### config.mk
export PLATFORM = sky130hd
export DESIGN_NAME = alif_multichannel_neuron_flat
export DESIGN_NICKNAME = d
export VERILOG_FILES = /design/src/rtl/alif_multichannel_neuron_if.sv /design/src/rtl/alif_multichannel_neuron.sv /design/src/flat_wrapper.sv
export SDC_FILE = /design/constraint.sdc
export NUM_CORES = 1
export LEC_CHECK = 0
export ABC_AREA = 1
export CORE_ASPECT_RATIO = 1.75
export CORE_MARGIN = 2
export CORE_UTILIZATION = 39
export DETAILED_ROUTE_END_ITERATION = 10
export PLACE_DENSITY = 0.53
export SYNTH_ARGS = -nofsm -noshare
export SYNTH_HDL_FRONTEND = slang
export SYNTH_SLANG_ARGS = --single-unit
### constraint.sdc
create_clock -name clk -period 16.88 [get_ports clk]
set_input_delay 3.376 -clock clk [delete_from_list [all_inputs] [get_ports clk]]
set_output_delay 3.376 -clock clk [all_outputs]
set_load 0.005 [all_outputs]
### src/rtl/alif_multichannel_neuron_if.sv
// Pin bundle of the multi-channel ALIF neuron: run control, channel inputs,
// serial configuration port and the registered neuron outputs.
interface alif_multichannel_neuron_if #(
  parameter int N_CH = 4,
  parameter int IN_W = 6,
  parameter int V_W  = 8
);
  logic                 enable;
  logic                 input_enable;
  logic [N_CH*IN_W-1:0] chan_in;
  logic                 load_mode;
  logic                 serial_data;
  logic                 spike_out;
  logic [V_W-1:0]       v_mem_out;
  logic                 params_ready;

  modport master (
    output enable, input_enable, chan_in, load_mode, serial_data,
    input  spike_out, v_mem_out, params_ready
  );

  modport slave (
    input  enable, input_enable, chan_in, load_mode, serial_data,
    output spike_out, v_mem_out, params_ready
  );
endinterface

### src/rtl/alif_multichannel_neuron.sv
// ALIF neuron, N_CH weighted channels, serial config frame, refractory period; outputs 1 cycle after the sampling edge,
// no backpressure (state simply holds while not running). ALIF_ADAPT_EN adds the adaptive threshold.
module alif_multichannel_neuron #(
  parameter int N_CH = 4,
  parameter int IN_W = 6,
  parameter int W_W  = 4,
  parameter int V_W  = 8
) (
  input  logic                      clk,
  input  logic                      reset,
  alif_multichannel_neuron_if.slave bus
);
  localparam int NW    = N_CH * W_W;
  localparam int F     = V_W + 14 + NW;
  localparam int CNT_W = $clog2(F + 1);
  localparam int SYN_W = IN_W + W_W + 1 + $clog2(N_CH);
  localparam int VN_W  = ((SYN_W > V_W + 1) ? SYN_W : V_W + 1) + 1;
  localparam logic [CNT_W-1:0] F_C    = CNT_W'(F);
  localparam logic [CNT_W-1:0] F_LAST = CNT_W'(F - 1);
  localparam logic [V_W-1:0]   V_MAX  = '1;

  typedef enum logic [1:0] {ST_LOAD, ST_IDLE, ST_INTEGRATE, ST_REFRAC} state_t;

  logic             load_q, load_d;
  logic [CNT_W-1:0] cnt_q, cnt_d;
  logic [F-2:0]     shadow_q, shadow_d;
  logic             ready_q, ready_d;
  logic [V_W-1:0]   thr_q, thr_d;
  logic [2:0]       leak_q, leak_d;
  logic [3:0]       refl_q, refl_d;
  logic [NW-1:0]    w_q, w_d;
  logic [V_W-1:0]   v_q, v_d;
  logic [3:0]       refrac_q, refrac_d;
  logic             spike_q, spike_d;
`ifdef ALIF_ADAPT_EN
  logic [3:0]       ainc_q, ainc_d;
  logic [2:0]       ashift_q, ashift_d;
  logic [V_W-1:0]   adapt_q, adapt_d;
  logic [V_W-1:0]   decay;
  logic [V_W:0]     adapt_sum;
`else
  logic             unused_adapt_fields;
`endif

  logic [F-1:0]            frame;
  logic [CNT_W-1:0]        cnt_base;
  logic                    run;
  state_t                  state;
  logic signed [SYN_W-1:0] syn;
  logic [V_W-1:0]          leaked;
  logic [V_W-1:0]          v_next;
  logic signed [VN_W-1:0]  v_sum;
  logic [V_W:0]            theta;

  // The bit arriving this cycle completes the frame, so the shadow only keeps F-1 bits.
  assign frame    = {shadow_q, bus.serial_data};
  assign cnt_base = (bus.load_mode && !load_q) ? '0 : cnt_q;
  assign run      = bus.enable & bus.input_enable & ready_q & ~bus.load_mode;
`ifndef ALIF_ADAPT_EN
  assign unused_adapt_fields = ^frame[NW+10:NW+4];
`endif

  always_comb begin
    syn = '0;
    for (int i = 0; i < N_CH; i++) begin
      syn = syn + $signed({{(SYN_W-IN_W){1'b0}}, bus.chan_in[i*IN_W +: IN_W]})
                * $signed({{(SYN_W-W_W){w_q[i*W_W+W_W-1]}}, w_q[i*W_W +: W_W]});
    end
  end

  always_comb begin
    leaked = v_q - (v_q >> leak_q);
    v_sum  = $signed({{(VN_W-V_W){1'b0}}, leaked}) + $signed({{(VN_W-SYN_W){syn[SYN_W-1]}}, syn});
    if (v_sum[VN_W-1])
      v_next = '0;
    else if (v_sum > $signed({{(VN_W-V_W){1'b0}}, V_MAX}))
      v_next = V_MAX;
    else
      v_next = v_sum[V_W-1:0];
`ifdef ALIF_ADAPT_EN
    decay     = adapt_q - (adapt_q >> ashift_q);
    adapt_sum = {1'b0, decay} + {{(V_W-3){1'b0}}, ainc_q};
    theta     = {1'b0, thr_q} + {1'b0, adapt_q};
`else
    theta     = {1'b0, thr_q};
`endif
    if (!bus.enable)              state = ST_IDLE;
    else if (bus.load_mode)       state = ST_LOAD;
    else if (!run)                state = ST_IDLE;
    else if (refrac_q != 4'd0)    state = ST_REFRAC;
    else                          state = ST_INTEGRATE;
  end

  always_comb begin
    load_d   = load_q;
    cnt_d    = cnt_q;
    shadow_d = shadow_q;
    ready_d  = ready_q;
    thr_d    = thr_q;
    leak_d   = leak_q;
    refl_d   = refl_q;
    w_d      = w_q;
    v_d      = v_q;
    refrac_d = refrac_q;
    spike_d  = 1'b0;
`ifdef ALIF_ADAPT_EN
    ainc_d   = ainc_q;
    ashift_d = ashift_q;
    adapt_d  = adapt_q;
`endif
    if (bus.enable) begin
      load_d = bus.load_mode;
      if (bus.load_mode && !load_q) ready_d = 1'b0;
      // Counter parks at F so trailing bits are dropped until load_mode falls.
      if (bus.load_mode && cnt_base != F_C) begin
        shadow_d = frame[F-2:0];
        cnt_d    = cnt_base + CNT_W'(1);
        if (cnt_base == F_LAST) begin
          ready_d  = 1'b1;
          thr_d    = frame[F-1 -: V_W];
          leak_d   = frame[NW+13 -: 3];
          refl_d   = frame[NW+3 -: 4];
          w_d      = frame[NW-1:0];
`ifdef ALIF_ADAPT_EN
          ainc_d   = frame[NW+10 -: 4];
          ashift_d = frame[NW+6 -: 3];
`endif
        end
      end
    end

    case (state)
      ST_REFRAC: begin
        v_d      = '0;
        refrac_d = refrac_q - 4'd1;
`ifdef ALIF_ADAPT_EN
        adapt_d  = decay;
`endif
      end
      ST_INTEGRATE: begin
        if ({1'b0, v_next} >= theta) begin
          spike_d  = 1'b1;
          v_d      = '0;
          refrac_d = refl_q;
`ifdef ALIF_ADAPT_EN
          adapt_d  = adapt_sum[V_W] ? V_MAX : adapt_sum[V_W-1:0];
`endif
        end else begin
          v_d      = v_next;
`ifdef ALIF_ADAPT_EN
          adapt_d  = decay;
`endif
        end
      end
      default: ;
    endcase
  end

  always_ff @(posedge clk or posedge reset) begin
    if (reset) begin
      load_q   <= 1'b0;
      cnt_q    <= '0;
      shadow_q <= '0;
      ready_q  <= 1'b0;
      thr_q    <= '0;
      leak_q   <= '0;
      refl_q   <= '0;
      w_q      <= '0;
      v_q      <= '0;
      refrac_q <= '0;
      spike_q  <= 1'b0;
`ifdef ALIF_ADAPT_EN
      ainc_q   <= '0;
      ashift_q <= '0;
      adapt_q  <= '0;
`endif
    end else begin
      load_q   <= load_d;
      cnt_q    <= cnt_d;
      shadow_q <= shadow_d;
      ready_q  <= ready_d;
      thr_q    <= thr_d;
      leak_q   <= leak_d;
      refl_q   <= refl_d;
      w_q      <= w_d;
      v_q      <= v_d;
      refrac_q <= refrac_d;
      spike_q  <= spike_d;
`ifdef ALIF_ADAPT_EN
      ainc_q   <= ainc_d;
      ashift_q <= ashift_d;
      adapt_q  <= adapt_d;
`endif
    end
  end

  assign bus.spike_out    = spike_q;
  assign bus.v_mem_out    = v_q;
  assign bus.params_ready = ready_q;
endmodule

### src/flat_wrapper.sv
// flat-port wrapper written by rule: the top's interface ports become plain ports
module alif_multichannel_neuron_flat 
#(
  parameter int N_CH = 4,
  parameter int IN_W = 6,
  parameter int W_W  = 4,
  parameter int V_W  = 8
)
  (clk, reset, bus_enable, bus_input_enable, bus_chan_in, bus_load_mode, bus_serial_data, bus_spike_out, bus_v_mem_out, bus_params_ready);
  alif_multichannel_neuron_if #(.N_CH(N_CH), .IN_W(IN_W), .V_W(V_W)) bus_i ();
  input  logic clk;
  input  logic reset;
  input wire logic [$bits(bus_i.enable)-1:0] bus_enable;
  input wire logic [$bits(bus_i.input_enable)-1:0] bus_input_enable;
  input wire logic [$bits(bus_i.chan_in)-1:0] bus_chan_in;
  input wire logic [$bits(bus_i.load_mode)-1:0] bus_load_mode;
  input wire logic [$bits(bus_i.serial_data)-1:0] bus_serial_data;
  output wire logic [$bits(bus_i.spike_out)-1:0] bus_spike_out;
  output wire logic [$bits(bus_i.v_mem_out)-1:0] bus_v_mem_out;
  output wire logic [$bits(bus_i.params_ready)-1:0] bus_params_ready;
  assign bus_i.enable = bus_enable;
  assign bus_i.input_enable = bus_input_enable;
  assign bus_i.chan_in = bus_chan_in;
  assign bus_i.load_mode = bus_load_mode;
  assign bus_i.serial_data = bus_serial_data;
  assign bus_spike_out = bus_i.spike_out;
  assign bus_v_mem_out = bus_i.v_mem_out;
  assign bus_params_ready = bus_i.params_ready;
  alif_multichannel_neuron #(.N_CH(N_CH), .IN_W(IN_W), .W_W(W_W), .V_W(V_W)) u_core (.clk(clk), .reset(reset), .bus(bus_i));
endmodule
==> impl_metrics.toml <==
[run_status]
status = "complete, no violations"

[final_layout]
diodes = 0
nFillCells = 2388
drive_gt1_share_pct = 4.28
final_area_sq_um = 10200
synthToLayoutAreaGrowth_pct = 11.6
finish.net_count = 1432

[die]
die_y_um = 207
die_w_um = 120
num_io_pins = 40
std_cell_rows = 74
fp.coreArea_sq_um = 23200
start_util_pct = 39.5
dieArea_sq_um = 24800

[drt]
drtIter0Drc = 232
ant_nets = 0
drt_wl_total_um = 19600
viasPerCell = 4.65
vias = 7060
wl_per_cell_um = 12.9
dr.pass1.iters = 7
drc = 0

[logic_synthesis]
synth_area_sq_um = 9180
synth.distinct_cells = 40
postSynthCellCount = 1176
yosys_warnings = 0
synth.avg_cell_area_sq_um = 7.81
yosysSeqAreaShare_pct = 24.3
synthesis.nets = 1399
synth_seq_cells = 89

[global_route]
busiest_layer = "met2"
antenna_found_initial = 0
gr-usage-met3_pct = 1.02
overflow = 0
use_met1_pct = 21.4
grtUsageTotal_pct = 16.9
use_met2_pct = 30.4
grt_max_degree = 76
grt_first_pass_wirelength_um = 34500
grt_pass1_vias = 7169

[placed_design]
numPortBuffers = 39
gp_congestion = 0.831
dp_hpwl_um = 16300
dpl_cell_area_sq_um = 9890

[sta]
tns_ps = 0
period_needed_ps = 12070
grt_setup_unrepaired = "false"
final.setup_skew_ps = 7.40
worst_slew_pin_slew_ps = 1080
max_freq_ghz = 0.0828
min_period_over_period_pct = 71.5
setup_viol = 0
slew_violations = 0
maxSlewHeadroom_pct = 27.8
finalHoldViolCount = 0

[worst_setup_path]
r2r_cells = 38
worstPathArrival_ps = 12330
timing.rr.start = "u_core.w_q[7]"
cp_top_family = "adder cells"
required_ps = 17130
crit_path_max_fanout = 8
r2r_setup_slack_ps = 7820
critical_path.endpoint_type = "flip-flop"
endpoint = "u_core.refrac_q[1]"
rr_endpoint = "u_core.bus.v_mem_out[2]"
max_stage_delay_ps = 560
crit_cells = 39
cp_slowest_cell = "fa_1"
cpMostUsedCell = "fa_1"
cp-startpoint = "bus_chan_in[12]"
criticalPathCategory = "input pin to flip-flop"
path_buf_inv = 4
cp-start-kind = "input pin"

[clocking]
tritoncts = "yes"
cts_buffers = 9
cts_hold_buf = 0
path_clk_slew_ps = 60
clk_latency_ps = 330
cts_root_buf = "clkbuf_16"
htreeDepth = 3
cts_setup_buffers = 0
ctsResizeCount = 0
clock_sinks = 89
clock_path_buffers = 2

[power_and_ir_drop]
power.switching_mw = 0.153
clkPwrFrac_pct = 41.1
pwr-share-seq_pct = 41.9
internal_power_mw = 0.434
p_leak_nw = 5.92
swShare_pct = 26.1
peakVddDrop_mv = 0.0571
p_per_area_nw_per_um2 = 57.3
finalPower_mw = 0.587
combPwrFrac_pct = 17.0

[hold_path]
hold_class = "flip-flop to flip-flop"

[job]
maxCapViolations = 0
cell usage after synthesis (all sizes together):
cell type / number / area share, %
dfrtp: 89 / 24
o22ai: 1 / 0.068
fa: 66 / 14
o21ai: 93 / 5.1
nand3b: 5 / 0.41
nand3: 38 / 2.2
nand4: 16 / 1.2
o211ai: 6 / 0.49
a31oi: 2 / 0.14
clkbuf: 9 / 0.37
o31ai: 1 / 0.14
o21bai: 1 / 0.082
nor4: 1 / 0.23
a211oi: 1 / 0.22
inv: 279 / 11
xnor2: 22 / 2.1
nor2: 40 / 1.7
mux2: 1 / 0.12
mux2i: 3 / 0.33
a21o: 6 / 0.49
a21oi: 37 / 2.1
xor2: 14 / 1.3
or2: 11 / 0.78
ha: 127 / 17
nand2: 286 / 12
and2: 4 / 0.27
clkinv: 1 / 0.041
nor3: 5 / 0.27
buf: 10 / 0.59
o2111ai: 1 / 0.095
worst min-delay path, stage by stage (launching register included):
cell and delay, ps:
dfrtp_1 340, nand2_1 50, o21ai_0 60
sequential cells by signal, indices dropped and copies added (netlist names):
| register | cells |
|---|---|
| u_core.cnt_q | 6 |
| u_core.bus.spike_out | 1 |
| u_core.shadow_q | 37 |
| u_core.refrac_q | 4 |
| u_core.leak_q | 3 |
| u_core.bus.params_ready | 1 |
| u_core.refl_q | 4 |
| u_core.load_q | 1 |
| u_core.bus.v_mem_out | 8 |
| u_core.thr_q | 8 |
| u_core.w_q | 16 |
cells by family after synthesis:
kind of cell	synth area share [%]
AND/OR/NAND/NOR	18.9
buffers and inverters	12.4
adder cells (fa/ha/maj)	31.7
AO/OA/AOI/OAI	8.84
flip-flops	24.3
XOR/XNOR	3.43
multiplexers	0.450
worst min-delay path by stage:
stage                               end  cells after the start                start  slack [ps]
global route         u_core.shadow_q[7]                      2   u_core.shadow_q[7]         510
finish                  u_core.thr_q[3]                      2      u_core.thr_q[3]         480
global placement        u_core.thr_q[3]                      2      u_core.thr_q[3]         470
detailed placement      u_core.cnt_q[1]                      2      u_core.cnt_q[1]         470
floorplan           u_core.shadow_q[36]                      2  u_core.shadow_q[36]         450
CTS                     u_core.cnt_q[1]                      2      u_core.cnt_q[1]         490
power by group through the flow:
stage	logic, mW	registers, mW	clock network [mW]
floorplan	0.0721	0.247	0
global placement	0.101	0.249	0
detailed placement	0.102	0.250	0
CTS	0.103	0.246	0.246
global route	0.119	0.249	0.254
finish	0.100	0.246	0.241
through the flow:
| step | util (%) | setup slack (ps) | cells | hold WS (ps) |
|---|---|---|---|---|
| after floorplan | - | 5500 | 1176 | 449 |
| after global routing | 44.1 | 4090 | 1518 | 508 |
| after CTS | 44.1 | 4730 | 1518 | 490 |
| after global placement | 42.5 | 4490 | 1502 | 467 |
| after detailed placement | 42.5 | 4420 | 1502 | 473 |
| final | 44.1 | 4810 | 1518 | 484 |
final cells by class:
cell class / instances / area [sq um] / area share (%)
inverters: 280 / 1060 / 10.3
multi-input cells: 788 / 5820 / 56.8
repair buffers: 41 / 405 / 3.96
flip-flops and latches: 89 / 2230 / 21.7
clock buffers: 11 / 233 / 2.27
clock inverters: 5 / 128 / 1.25
well taps: 304 / 380 / 3.71
layer usage:
metal / share of wire [%] / up-vias
li1: - / 3692
met5: 0 / -
met4: 2.5 / 0
met2: 52 / 58
met3: 1.3 / 20
met1: 44 / 3290
placed cells by master (no fill, tap or decap), types with 22 or more instances in the layout:
master           instances
a21oi_1                 36
clkdlybuf4s50_1         39
dfrtp_1                 89
fa_1                    66
ha_1                   127
inv_1                  272
nand2_1                280
nand3_1                 36
nor2_1                  37
o21ai_0                 93
xnor2_1                 22
(Power assumes the default switching activity.)
